[config.mk]
export PLATFORM = sky130hd
export DESIGN_NAME = conta_votos
export DESIGN_NICKNAME = d
export VERILOG_FILES = /design/src/rtl/conta_votos_pkg.sv /design/src/rtl/conta_votos_popcnt.sv /design/src/rtl/conta_votos.sv
export SDC_FILE = /design/constraint.sdc
export NUM_CORES = 1
export LEC_CHECK = 0
export ABC_AREA = 1
export BUFFER_PORTS_ARGS = -buffer_cell sky130_fd_sc_hd__buf_2
export CAP_MARGIN = 20
export CORE_AREA = 2 2 39 41
export CTS_CLUSTER_DIAMETER = 150
export DETAILED_ROUTE_END_ITERATION = 10
export DIE_AREA = 0 0 41 43
export PLACE_DENSITY = 0.77
export SYNTH_ARGS = -nofsm -noshare
export SYNTH_HDL_FRONTEND = slang
export SYNTH_SLANG_ARGS = --single-unit
[constraint.sdc]
create_clock -name clk -period 2.8 [get_ports clk]
set_input_delay 0.56 -clock clk [delete_from_list [all_inputs] [get_ports clk]]
set_output_delay 0.56 -clock clk [all_outputs]
set_load 0.05 [all_outputs]
[src/rtl/conta_votos_pkg.sv]
// Shared constants and helpers for the conta_votos vote counter.
// Used by conta_votos (top) and conta_votos_popcnt.
package conta_votos_pkg;

    localparam int N_VOTERS_DEF = 3;
    localparam int TOT_W_DEF    = 8;

    // Widest vote vector / one-hot result the helper functions handle
    localparam int MAX_W = 32;

    function automatic int popcount(input logic [MAX_W-1:0] v);
        int c;
        c = 0;
        for (int i = 0; i < MAX_W; i++) begin
            c = c + int'(v[i]);
        end
        return c;
    endfunction

    // One-hot vector with bit 'count' set; all-zero if count is outside 0..width-1
    function automatic logic [MAX_W:0] onehot_of(input int count, input int width);
        logic [MAX_W:0] r;
        r = '0;
        if (count >= 0 && count < width) begin
            r = (MAX_W + 1)'(1) << count;
        end
        return r;
    endfunction

endpackage

[src/rtl/conta_votos_popcnt.sv]
// Combinational yes-vote counter: cnt = number of set bits in v.
// Built as a chain of small adders, one stage per voter.
module conta_votos_popcnt
    import conta_votos_pkg::*;
#(
    parameter int N_VOTERS = N_VOTERS_DEF,
    parameter int CW       = $clog2(N_VOTERS_DEF + 1)
) (
    input  logic [N_VOTERS-1:0] v,
    output logic [CW-1:0]       cnt
);

    // part[k] holds the number of yes-votes among v[k-1:0]
    logic [CW-1:0] part [N_VOTERS+1];

    assign part[0] = '0;

    generate
        for (genvar gi = 0; gi < N_VOTERS; gi++) begin : g_stage
            assign part[gi+1] = part[gi] + CW'(v[gi]);
        end
    endgenerate

    assign cnt = part[N_VOTERS];

endmodule

[src/rtl/conta_votos.sv]
// Vote counter: registered one-hot yes-count R and saturating running total.
// Optional macro CONTA_VOTOS_MAJORITY_EN adds the registered strict-majority flag maj.
module conta_votos
    import conta_votos_pkg::*;
#(
    parameter int N_VOTERS = N_VOTERS_DEF,
    parameter int TOT_W    = TOT_W_DEF
) (
    input  logic                clk,
    input  logic                rst,
    input  logic                en,
    input  logic [N_VOTERS-1:0] V,
    output logic [N_VOTERS:0]   R,
`ifdef CONTA_VOTOS_MAJORITY_EN
    output logic [TOT_W-1:0]    total,
    output logic                maj
`else
    output logic [TOT_W-1:0]    total
`endif
);

    localparam int CW = $clog2(N_VOTERS + 1);
    // Sum wide enough that total + cnt can never wrap before the saturation check
    localparam int SW = TOT_W + CW + 1;

    localparam logic [N_VOTERS:0] R_RST   = {{N_VOTERS{1'b0}}, 1'b1};
    localparam logic [TOT_W-1:0]  TOT_MAX = '1;

    logic [CW-1:0]      cnt;
    logic [N_VOTERS:0]  r_d, r_q;
    logic [TOT_W-1:0]   total_d, total_q;
    logic [SW-1:0]      sum;
    logic [MAX_W:0]     onehot;

    conta_votos_popcnt #(
        .N_VOTERS (N_VOTERS),
        .CW       (CW)
    ) u_popcnt (
        .v   (V),
        .cnt (cnt)
    );

    always_comb begin
        r_d     = r_q;
        total_d = total_q;
        onehot  = onehot_of(int'(cnt), N_VOTERS + 1);
        sum     = SW'(total_q) + SW'(cnt);
        if (en) begin
            r_d     = onehot[N_VOTERS:0];
            total_d = (sum > SW'(TOT_MAX)) ? TOT_MAX : sum[TOT_W-1:0];
        end
    end

    always_ff @(posedge clk or posedge rst) begin
        if (rst) begin
            r_q     <= R_RST;
            total_q <= '0;
        end else begin
            r_q     <= r_d;
            total_q <= total_d;
        end
    end

    assign R     = r_q;
    assign total = total_q;

`ifdef CONTA_VOTOS_MAJORITY_EN
    logic maj_d, maj_q;

    // Strict majority: 2*cnt > N_VOTERS, evaluated without a multiplier
    always_comb begin
        maj_d = maj_q;
        if (en) begin
            maj_d = ({cnt, 1'b0} > (CW + 1)'(N_VOTERS));
        end
    end

    always_ff @(posedge clk or posedge rst) begin
        if (rst) begin
            maj_q <= 1'b0;
        end else begin
            maj_q <= maj_d;
        end
    end

    assign maj = maj_q;
`endif

endmodule

==> results of run 1 <==
through the flow:
stage                     cells  hold slack [ns]  cell area (µm²)  setup WS [ns]
after floorplan              82            0.424              672          0.458
after global placement      114            0.468              769          0.307
after detailed placement    114            0.469              769          0.273
after CTS                   118            0.295              806          0.549
after global routing        118            0.332              806          0.384
final                       118            0.277              806          0.551
worst max-delay path: stages:
cell and delay [ns]:
buf_2 0.11, fa_1 0.60, ha_1 0.19, inv_1 0.06, fa_1 0.35, inv_1 0.09, nand2_1 0.08, nor2_4 0.15
nand2_1 0.07, o21ai_0 0.07, nand2_1 0.08
report_power, final:
group / switching (µW) / leakage (µW) / internal (µW)
registers: 57.3 / 0.000143 / 229
clock network: 60.5 / 0.0000210 / 79.1
logic: 331 / 0.000284 / 109
area by class of cell:
| cell class | count | area, µm² | share of cell area |
|---|---|---|---|
| flip-flops and latches | 12 | 302 | 0.374 |
| well taps | 16 | 20.0 | 0.0248 |
| inverters | 13 | 48.8 | 0.0606 |
| multi-input cells | 56 | 314 | 0.390 |
| repair buffers | 17 | 85.1 | 0.106 |
| clock buffers | 4 | 36.3 | 0.0450 |
final timing paths:
kind	slack [ns]	to
min reg2reg	0.48	R[1]
max in group asynchronous	2.18	R[0]
min in group clk	0.48	R[1]
max reg2reg	1.17	total[4]
max	0.55	total[4]
min	0.28	R[3]
layer usage:
| layer | wire length [µm] | GRT usage |
|---|---|---|
| met2 | 605 | 0.281 |
| met4 | 29 | 0.100 |
| met1 | 537 | 0.202 |
| met3 | 69 | 0.0314 |
| met5 | 0 | 0 |
sequential cells by signal, summed over array words and instances (netlist names):
signal	count
R	4
total	8
Yosys cell counts, drive strengths merged:
master	n	area [µm²]
nand2	29	111
inv	13	48.8
dfrtp	11	275
o21ai	8	40.0
nand3	5	25.0
nor2	5	26.3
nand4	3	33.8
fa	2	40.0
ha	2	25.0
or2	2	12.5
buf	1	7.51
dfstp	1	26.3
logic make-up after synthesis:
| kind of cell | after synthesis | share of synthesized area |
|---|---|---|
| DFF | 12 | 0.449 |
| and+or+nand+nor | 44 | 0.311 |
| AOI/OAI and AO/OA | 8 | 0.0596 |
| buffers and inverters | 14 | 0.0838 |
| adders and majority gates | 4 | 0.0968 |
==> key figures, run 1 <==
Status
  • Status: finished clean

Worst setup path
  • Crit path launch: V[0]
  • Max Fanout on Critical Path: 5
  • Worst path required time: 2.96 ns
  • Critical Path Sink Type: flop
  • Worst Setup Start Kind: primary input
  • Crit path kind: in -> reg
  • WP data arrival: roughly 2.4 ns
  • Crit Reg-Reg Startpoint: total[0]
  • FF-to-FF path depth: 9

Floorplan
  • Die Area: between 1500 and 2000 µm²
  • Num rows: 14
  • Core area: between 1000 and 1500 µm²
  • Io pins: 18
  • Die Wd: a little over 40 µm
  • Initial Util: 0.486
  • Die Height: between 40 and 50 µm

Final layout
  • Area grow syn2layout: 19.9%
  • Share of cells above drive strength 1: 0.255
  • Most common cell after layout, fill and taps aside: nand2_1
  • Fillers: approximately 140
  • Most frequent cells in the layout: nand2_1 (28), buf_2 (17), inv_1 (13)
  • Nets@finish: approximately 110
  • Utilization after layout: 0.582
  • Antenna Cells: 0

STA
  • Final Hold Vio Count: 0
  • Worst-Margin Slew: about 0.46 ns
  • Min Tclk post-route: about 2.2 ns
  • Final slew viol count: 0
  • Tcrit/Tclk final: 0.803
  • Unrepaired setup endpoints after global routing: no
  • Slew margin rel.: 0.693
  • Final Skew: ~0.0022 ns
  • Fmax: roughly 0.44 GHz
  • Endpoints failing setup: 0
  • Sum Neg Setup Slack: 0 ns

CTS
  • Worst-path clk slew: about 0.080 ns
  • Worst-skew pair later-pin latency: ~0.28 ns
  • H-tree Lvls: 1
  • CTS Buf Count: 3
  • Post-CTS setup buffers: 0
  • Clock buffer depth: 2
  • Root buf cell: clkbuf_4
  • CTS tree: built
  • CTS Sinks: 12
  • Hold-fix buffer count after cts: 0
  • Cts repair resizes: 0

Power and ir drop
  • Total chip power: around 870 µW
  • P per Cell Area: approximately 1100 nW/µm²
  • Leak: about 0.00045 µW
  • Peak VDD IR: approximately 0.54 mV

Placement
  • PortBufs: 17
  • HPWL Detailed: between 900 and 1000 µm
  • Final Wtd Congestion: 0.838

Global route
  • Maximum number of pins on one net before global-route repair: 13
  • GRT Util Overall: 0.174
  • Initial antenna violation count: 0
  • GRT Residual Overflow: 0
  • First-pass GRT wire length: around 2000 µm
  • Vias in the first global route: roughly 470

Min path
  • Min-delay worst type: in -> async

Synth
  • Part of the Yosys area used for sequential elements: 0.449
  • Synth unique cells: 16
  • Mapped Cells: 82
  • Ys Warns: 0
  • Mapped Area: 672 µm²
  • Syn_nets: about 90
  • Mapped Avg Cell Area: around 8 µm²
  • Post-synthesis sequential element count: 12

Route
  • Vias: just under 600
  • DRT Wirelength: 1240 µm
  • Via density: about 5
  • Final ANT Viol Nets: 0
  • WL/cell: between 10 and 15 µm
  • Initial DRT Pass Iterations: 3
  • Initial DRC count: 6
  • DRC viols: 0

Run
  • Maxcap violations: 0
Note: power is estimated with default switching activity, not from simulation.
==> run 2, diff against run 1 <==
--- a/config.mk
+++ b/config.mk
@@ -5,14 +5,14 @@
 export SDC_FILE = /design/constraint.sdc
 export NUM_CORES = 1
 export LEC_CHECK = 0
-export ABC_AREA = 1
+export ABC_AREA = 0
 export BUFFER_PORTS_ARGS = -buffer_cell sky130_fd_sc_hd__buf_2
 export CAP_MARGIN = 20
-export CORE_AREA = 2 2 39 41
+export CORE_MARGIN = 2
+export CORE_UTILIZATION = 44
 export CTS_CLUSTER_DIAMETER = 150
 export DETAILED_ROUTE_END_ITERATION = 10
-export DIE_AREA = 0 0 41 43
-export PLACE_DENSITY = 0.77
+export PLACE_DENSITY = 0.72
 export SYNTH_ARGS = -nofsm -noshare
 export SYNTH_HDL_FRONTEND = slang
 export SYNTH_SLANG_ARGS = --single-unit
==> constraint.sdc (replaced) <==
create_clock -name clk -period 1.95 [get_ports clk]
set_input_delay 0.39 -clock clk [delete_from_list [all_inputs] [get_ports clk]]
set_output_delay 0.39 -clock clk [all_outputs]
set_load 0.05 [all_outputs]
==> key figures, run 2 <==
STA
  • Slew margin rel.: 0.699 (+0.00545)
  • Final slew viol count: 0 (unchanged)
  • Tcrit/Tclk final: 1.06
  • Fmax: about 0.48 GHz
  • Unrepaired setup endpoints after global routing: yes
  • Final Skew: 0.00664 ns (+0.00447 ns)
  • Final Hold Vio Count: 0 (unchanged)
  • Endpoints failing setup: 6 (+6)
  • Min Tclk post-route: roughly 2.1 ns
  • Final setup margin: -0.115 ns (-0.666 ns)
  • Worst-Margin Slew: 0.452 ns (-0.00817 ns)

Final layout
  • Share of cells above drive strength 1: 0.444 (+0.190)
  • Most frequent cells in the layout: buf_2 (16), dfrtp_1 (11), inv_1 (7)
  • Nets@finish: 101 (-11%)
  • Design area: 857 µm² (+6.4%)
  • Antenna Cells: 0 (unchanged)
  • Area grow syn2layout: 30.7%
  • Most common cell after layout, fill and taps aside: buf_2
  • Max reg flops: 8 (unchanged)
  • Utilization after layout: 0.635 (+0.0526)

Placement
  • HPWL Detailed: 891 µm (-10%)
  • PortBufs: 17 (unchanged)
  • DP Area: 787 µm² (+2.3%)
  • Final Wtd Congestion: 0.778 (-7.1%)

Synth
  • Share of the synthesized area in the top cell type: 0.420 (+0.0102)
  • EDFF count, synth: 0 (unchanged)
  • Mapped Avg Cell Area: 9.93 µm² (+21%)
  • Count leader, synth: dfrtp_1
  • Syn_nets: 76 (-17%)
  • Post-synthesis sequential element count: 12 (unchanged)
  • Ys Warns: 0 (unchanged)
  • Synth unique cells: 30 (+14)
  • Ys async rst share: 1.00 (unchanged)
  • Area leader, netlist: dfrtp_1
  • Synth top cells by count: dfrtp_1 (11), inv_1 (8), a21oi_1 (6)
  • Mapped Area: 656 µm² (-2.4%)
  • Part of the Yosys area used for sequential elements: 0.460 (+0.0111)
  • Top cells by area, synth: dfrtp_1 (42%), fa_1 (6.1%), a21oi_1 (4.6%)
  • Mapped Cells: 66 (-20%)
  • Synth Flop Type: dfrtp_1

CTS
  • CTS Sinks: 12 (unchanged)
  • CTS Buf Count: 3 (unchanged)
  • Clock buffer depth: 2 (unchanged)
  • H-tree Lvls: 1 (unchanged)
  • Root buf cell: clkbuf_4
  • Worst-skew pair later-pin latency: 0.27 ns (about the same)
  • Worst-path clk slew: 0.07 ns (about the same)
  • Hold-fix buffer count after cts: 0 (unchanged)
  • CTS tree: built

Worst setup path
  • Critical Path Sink Type: flop
  • Crit-path cells: buf_6, fa_2, ha_4, inv_2, fa_2, and3b_2, nand4_1, nor3_1, a21oi_1
  • Crit path kind: in -> reg
  • CP max-delay cell: fa_2
  • Worst Setup Start Kind: primary input
  • Worst path required time: 2.10 ns (-0.86 ns)
  • WP data arrival: 2.21 ns (-0.20 ns)
  • CP dominant cell by count: fa_2
  • Max Fanout on Critical Path: 3 (-2)
  • Max stage delay on crit path: 0.59 ns (about the same)

Global route
  • Maximum number of pins on one net before global-route repair: 16 (+3)
  • Initial antenna violation count: 0 (unchanged)
  • GRT Residual Overflow: 0 (unchanged)
  • GRT Util Overall: 0.161 (-0.0128)
  • Vias in the first global route: 513 (+8.5%)
  • First-pass GRT wire length: 2150 µm (+6.5%)

Floorplan
  • Die Wd: 42.6 µm (+3.9%)
  • Die Area: 1810 µm² (+2.9%)
  • Core area: 1350 µm² (-2.4%)
  • Die Height: 42.6 µm (-0.93%)
  • Num rows: 13 (-1)
  • Initial Util: 0.486 (about the same)
  • Io pins: 18 (unchanged)

Route
  • WL/cell: 12.7 µm (+21%)
  • Final ANT Viol Nets: 0 (unchanged)
  • Vias: 558 (-5.6%)
  • Via density: 5.31 (+6.1%)
  • DRC viols: 0 (unchanged)
  • DRT Wirelength: 1340 µm (+7.6%)
  • Initial DRC count: 6 (unchanged)
  • Initial DRT Pass Iterations: 4 (+1)

Status
  • Failing checks: setup timing
  • Status: finished with violations

Power and ir drop
  • Peak VDD IR: 1.02 mV (+91%)
  • P per Cell Area: 1620 nW/µm² (+51%)
  • Total chip power: 1390 µW (+61%)
  • Leak: 0.000425 µW (-5.3%)

Min path
  • Min-delay worst type: in -> async

Run
  • Maxcap violations: 0 (unchanged)
run 2: changes by cell type in the layout (fill, tap and decap cells not counted), sizes merged, moves of 2 or more:
cell	delta
o21ai	-7
inv	-5
buf	+6
a21oi	+6
and3	+2
mux2	+2
or2	-2
nand2	-25
run 2: final timing paths:
kind | from | to | slack (ns) | cells after the start
min in group clk | en | R[2] | 0.49 | 3
worst min-delay path | rst | total[3] | 0.11 | 2
worst min register to register | R[3] | R[3] | 0.52 | 2
worst max-delay path | V[2] | total[6] | -0.11 | 9
worst max register to register | total[0] | total[6] | 0.26 | 7
max in group asynchronous | rst | R[0] | 1.49 | 2
run 2: cell type report:
type                       instances  area (µm²)
fill                             126         493
multi-input combinational         43         340
sequential                        12         302
timing repair buffer              23         140
inverter                           8        30.0
clock buffer                       4        26.3
tap                               15        18.8
run 2: power by group:
part	leakage, µW	switching [µW]	total (µW)	internal (µW)
clock	0.0000150	75.3	155	79.2
sequential	0.000140	133	474	340
combinational	0.000269	516	764	248
total	0.000425	725	1390	668
run 2: layer usage:
metal	up-vias	global-route usage	part of all wire
met5	-	0	0
met4	0	0.0375	0.0067
li1	278	-	-
met1	259	0.192	0.43
met2	19	0.262	0.49
met3	2	0.0776	0.067
run 2: kinds of logic after synthesis:
logic type,after synthesis,share of synthesized area
and+or+nand+nor,24,0.198
muxes,3,0.0553
adders and majority gates,4,0.0992
AOI/OAI and AO/OA,12,0.111
buffers and inverters,11,0.0763
DFF,12,0.460
run 2: what timing repair did:
item | in CTS | in global routing
setup buffers | 1 | 1
pin swaps | 5 | 3
gates cloned | 0 | 0
resized for setup | 4 | 4
setup endpoints to repair | 5 | 7
run 2: worst max-delay path, delay by kind of cell:
| kind | cells | cell delay [ns] |
|---|---|---|
| buffers and inverters | 2 | 0.12 |
| AO/OA/AOI/OAI | 1 | 0.06 |
| AND/OR/NAND/NOR | 3 | 0.57 |
| adder cells (fa/ha/maj) | 3 | 1.07 |
run 2: metrics by stage:
stage	setup TNS (ns)	cells	setup slack, ns	hold slack (ns)
2_1_floorplan	-1.17	66	-0.350	0.254
3_3_place_gp	-2.06	99	-0.339	0.415
3_5_place_dp	-2.19	99	-0.373	0.416
4_1_cts	-0.133	104	-0.0494	0.122
5_1_grt	-0.521	105	-0.154	0.156
6_report	-0.282	105	-0.115	0.111
